**src/rtl/key_controller.sv**
```systemverilog
// key_controller: synchronises and debounces the two active-low push-buttons
// and turns them into run / clear / mode control for the stopwatch counter.
//   KEY[0]  press  -> toggle run
//   KEY[1]  short  -> clear (only while stopped)
//   KEY[1]  long   -> toggle timer/stopwatch mode, stop, clear

// Per-key 2-FF synchroniser + debouncer with a one-cycle press strobe.
module key_debounce #(
  parameter int DEBOUNCE_CYCLES = 1000000
) (
  input  logic clk,
  input  logic rst_n,
  input  logic key_raw,
  output logic stable,
  output logic press
);
  localparam int CW = (DEBOUNCE_CYCLES > 1) ? $clog2(DEBOUNCE_CYCLES) : 1;

  logic [1:0]    sync;
  logic          stable_q;
  logic [CW-1:0] cnt;

  // Synchronise, then accept a new level only after it holds long enough
  always_ff @(posedge clk or negedge rst_n) begin
    if (!rst_n) begin
      sync     <= 2'b11;
      stable   <= 1'b1;
      stable_q <= 1'b1;
      cnt      <= '0;
    end else begin
      sync     <= {sync[0], key_raw};
      stable_q <= stable;
      if (sync[1] == stable)
        cnt <= '0;
      else if (cnt == CW'(DEBOUNCE_CYCLES - 1)) begin
        stable <= sync[1];
        cnt    <= '0;
      end else
        cnt <= cnt + 1'b1;
    end
  end

  // Active-low key: a falling stable level is a press
  assign press = stable_q & ~stable;
endmodule

module key_controller #(
  parameter int DEBOUNCE_CYCLES = 1000000,
  parameter int LONG_CYCLES     = 50000000
) (
  input  logic       CLOCK_50,
  input  logic       RESET_N,
  input  logic [1:0] KEY,
  output logic       run,
  output logic       clr,
  output logic       mode,
  output logic [1:0] ss_led
);
  localparam int NUM_KEYS = 2;
  localparam int HW       = $clog2(LONG_CYCLES);

  localparam logic [1:0] IDLE      = 2'd0;
  localparam logic [1:0] HELD      = 2'd1;
  localparam logic [1:0] LONG_DONE = 2'd2;

  logic [NUM_KEYS-1:0] stable;
  logic [NUM_KEYS-1:0] press;
  logic [1:0]          state;
  logic [HW-1:0]       hold;
  logic                led0;
  logic                short_fire;
  logic                long_fire;

  for (genvar k = 0; k < NUM_KEYS; k++) begin : g_key
    key_debounce #(.DEBOUNCE_CYCLES(DEBOUNCE_CYCLES)) u_db (
      .clk     (CLOCK_50),
      .rst_n   (RESET_N),
      .key_raw (KEY[k]),
      .stable  (stable[k]),
      .press   (press[k])
    );
  end

  // Classify the KEY[1] hold: released early (short) or held to the limit (long)
  always_comb begin
    short_fire = 1'b0;
    long_fire  = 1'b0;
    if (state == HELD) begin
      short_fire = stable[1];
      long_fire  = ~stable[1] && (hold == HW'(LONG_CYCLES - 1));
    end
  end

  // KEY[1] hold FSM with saturating hold counter
  always_ff @(posedge CLOCK_50 or negedge RESET_N) begin
    if (!RESET_N) begin
      state <= IDLE;
      hold  <= '0;
    end else begin
      case (state)
        IDLE: if (press[1]) begin
          state <= HELD;
          hold  <= '0;
        end
        HELD: begin
          if (short_fire)
            state <= IDLE;
          else if (long_fire)
            state <= LONG_DONE;
          else if (hold != {HW{1'b1}})
            hold <= hold + 1'b1;
        end
        LONG_DONE: if (stable[1]) state <= IDLE;
        default: state <= IDLE;
      endcase
    end
  end

  // Control outputs; long press overrides a coincident run toggle, and the
  // short-press clear looks at run before any same-cycle toggle
  always_ff @(posedge CLOCK_50 or negedge RESET_N) begin
    if (!RESET_N) begin
      run  <= 1'b0;
      clr  <= 1'b0;
      mode <= 1'b0;
      led0 <= 1'b0;
    end else begin
      led0 <= ~stable[0];
      clr  <= long_fire | (short_fire & ~run);
      if (long_fire) begin
        run  <= 1'b0;
        mode <= ~mode;
      end else if (press[0])
        run <= ~run;
    end
  end

  assign ss_led = {run, led0};
endmodule

```
**config.mk**
```make
export PLATFORM = sky130hd
export DESIGN_NAME = key_controller
export DESIGN_NICKNAME = d
export VERILOG_FILES = /design/src/rtl/key_controller.sv
export SDC_FILE = /design/constraint.sdc
export NUM_CORES = 1
export LEC_CHECK = 0
export ABC_CLOCK_PERIOD_IN_PS = 5100
export BUFFER_PORTS_ARGS = -buffer_cell sky130_fd_sc_hd__buf_2
export CORE_UTILIZATION = 45
export CTS_BUF_LIST = sky130_fd_sc_hd__clkbuf_8
export DETAILED_ROUTE_END_ITERATION = 6
export PLACE_DENSITY_LB_ADDON = 0.2
export SLEW_MARGIN = 20
export SYNTH_ARGS = -nofsm -noshare
export SYNTH_HDL_FRONTEND = slang
export SYNTH_SLANG_ARGS = --single-unit
```
**constraint.sdc**
```tcl
create_clock -name CLOCK_50 -period 5.1 [get_ports CLOCK_50]
set_clock_uncertainty 0.2 [all_clocks]
set_input_delay 1.53 -clock CLOCK_50 [delete_from_list [all_inputs] [get_ports CLOCK_50]]
set_output_delay 1.53 -clock CLOCK_50 [all_outputs]
set_load 0.03 [all_outputs]
```
==> reports/qor.csv <==
metric,value,unit
status,"finished, final reports clean",
num ports,9,
Core Box Area,8299,sq um
Worst Path Max Fanout,9,
nets,417,
Area contributors post-synth,"dfrtp_1 46%, nor2_1 5.7%, dfstp_2 5.4%, xnor2_1 4.3%, o21ai_0 3.9%",
layout cell share with drive strength beyond 1,9.880,%
Mapped Nets,414,
top-area cell type share of the netlist area,46.39,%
"EDFF count, synth",0,
CP arrival,2.94,ns
Synth Cell Area,3884,sq um
vias in the first global route,2728,
Via density,5.594,
Sink Count,80,
CP dominant cell by count,or4_1,
most frequent cell after synthesis,dfrtp_1,
Post-CTS Setup Repair Bufs,0,
Pre-antenna DRT Iters,4,
P&R area growth vs syn,7.410,%
Pins Over Slew Limit,0,
Post-synth top cells,"72 x dfrtp_1, 59 x nor2_1, 36 x nand2_1",
Max Cap Viol,0,
CP Data Required Time,5.14,ns
Yosys top cell by area,dfrtp_1,
CTS Hold Bufs,0,
Fin Setup TNS,0,ns
TritonCTS clock tree,done,
largest net degree at the start of global routing,81,
syn_area_per_cell,9.542,sq um
initial antenna violation count,0,
Peak Freq,344.7,MHz
ys async rst share,100.0,%
clock transition at the registers of the reported paths,0.09,ns
worst hold slack,0.1598,ns
endpoint class of the critical path,register,
DRT Wirelength,7.586,mm
RSZ-0062 raised after global routing,false,
CTS root buffer,clkbuf_8,
Syn. warnings,0,
worst min path class,register to register,
Crit Path Category,register to register,
register area share after synthesis,51.80,%
Routed Antenna Nets,0,
Worst-Skew Late Latency,0.36,ns
final hold vios,0,
die area,9006,sq um
CP Launch Type,register,
Die Span X,94.90,um
total global routing overflow,0,
"Distinct cells, synth",40,
CP max stage delay,0.72,ns
Initial DRC Count,180,
IR Drop Worst-Case VDD,111.2,uV
"Critical Path, Cell by Cell","or4_1, or3_1, or4_1, and3_1, nand3_2, o31ai_1",
Antenna Cells,0,
Core Rows,33,
WP buf/inv,0,
Final period util,56.88,%
CTS buffer count,9,
routed len/inst,14.59,um
CTS Buffer Depth,2,
Top Family by Delay on Critical Path,simple AND/OR/NAND/NOR gates,
wire length of the first global-routing pass,12.95,mm
Rel. slew slack,27.60,%
Resized Gates After CTS,0,
GR Util All Layers,18.66,%
port bufs,8,
Placer Congestion,0.7985,
vias,2909,
"Max stage delay cell, worst path",or4_1,
Detail Placement HPWL,4.823,mm
die height,94.90,um
pin slew with the least headroom to its limit,1.086,ns
Synth Instances,407,
final worst path period need,2.901,ns
ys flop type,dfrtp_1,
Setup Viol. Count Final,0,
number of synthesized register bits,80,
Power Density,266.1,nW/um^2
H-tree depth,3,
DRC Markers,0,
Initial Util,46.80,%
Leak Pwr,1.722,nW
layout make-up:
cell class,instances,area [sq um]
Fill cell,768,4128
Sequential cell,80,2012
Multi-Input combinational cell,301,1737
Clock buffer,11,151.4
Tap cell,105,131.4
Timing Repair Buffer,10,77.57
Clock inverter,5,32.53
Inverter,8,30.03
placed cells by master, fill, tap and decap left out, types with 2 or more instances in the layout:
master      instances
xnor2_1            19
dfrtp_1            72
dfstp_2             8
or2_2               2
or3_1               5
o31ai_1            14
nand2_2             2
nand3_2             2
nand3_1            22
and3_1              8
or4_1               2
inv_1               9
nand2_1            36
nor2_1             59
nor3_1              9
nor4_1              7
xor2_1             17
nor2b_1             2
buf_2               7
a21oi_1             8
nand4_1            14
ha_1                3
o21ai_0            30
buf_4               2
clkbuf_8           11
nor4b_1             2
and4_1              5
and2_1              5
clkinvlp_4          2
o21ai_1             8
a31oi_1            11
cell families after synthesis:
group	after synthesis	share of synthesized area, %
AO/OA/AOI/OAI	74	11.05
buffers and inverters	26	3.479
multiplexers	2	0.5477
XOR/XNOR	36	8.118
flip-flops	80	51.80
AND/OR/NAND/NOR	186	24.03
adder cells (fa/ha/maj)	3	0.9666
state kept, by name, indices dropped and copies added, names as in the netlist:
signal	flops
g_key.u_db.sync	4
clr	1
g_key.u_db.stable	2
state	2
led0	1
g_key.u_db.cnt	40
mode	1
hold	26
g_key.u_db.stable_q	2
run	1
metrics by stage:
stage / util [%] / instance area (sq um) / std cells / setup slack (ns) / total power (W)
2_1_floorplan: - / 3884 / 407 / 2.522 / 0.0006685
3_3_place_gp: 47.72 / 3960 / 503 / 2.198 / 0.0006852
3_5_place_dp: 47.72 / 3960 / 503 / 2.188 / 0.0006856
4_1_cts: 49.93 / 4144 / 519 / 2.172 / 0.001124
5_1_grt: 50.26 / 4172 / 520 / 2.037 / 0.001158
6_report: 50.26 / 4172 / 520 / 2.199 / 0.001110
per-layer routing:
metal	share of wire (%)	GRT usage, %	vias to the layer above
li1	-	-	1438
met1	49	26.08	1412
met2	46	28.00	51
met3	3.7	5.072	8
met4	1.1	6.061	0
met5	0	0	-
power breakdown:
group	internal, W	switching [W]	total [W]
Sequential	0.000641	0.00000445	0.000645
Clock	0.000202	0.000234	0.000436
Combinational	0.00000807	0.0000210	0.0000291
final timing paths:
path                                             from                     to  slack (ns)  cells after the start
max in group asynchronous                     RESET_N  g_key[0].u_db.sync[1]        3.17                      2
worst max register to register               hold[18]               hold[13]        2.20                      6
worst max-delay path                         hold[18]               hold[13]        2.20                      6
min in group asynchronous                     RESET_N               hold[11]        0.91                      1
worst min-delay path            g_key[0].u_db.sync[0]  g_key[0].u_db.sync[1]        0.16                      0
worst min register to register  g_key[0].u_db.sync[0]  g_key[0].u_db.sync[1]        0.16                      0
Note: power is estimated with default switching activity, not from simulation.
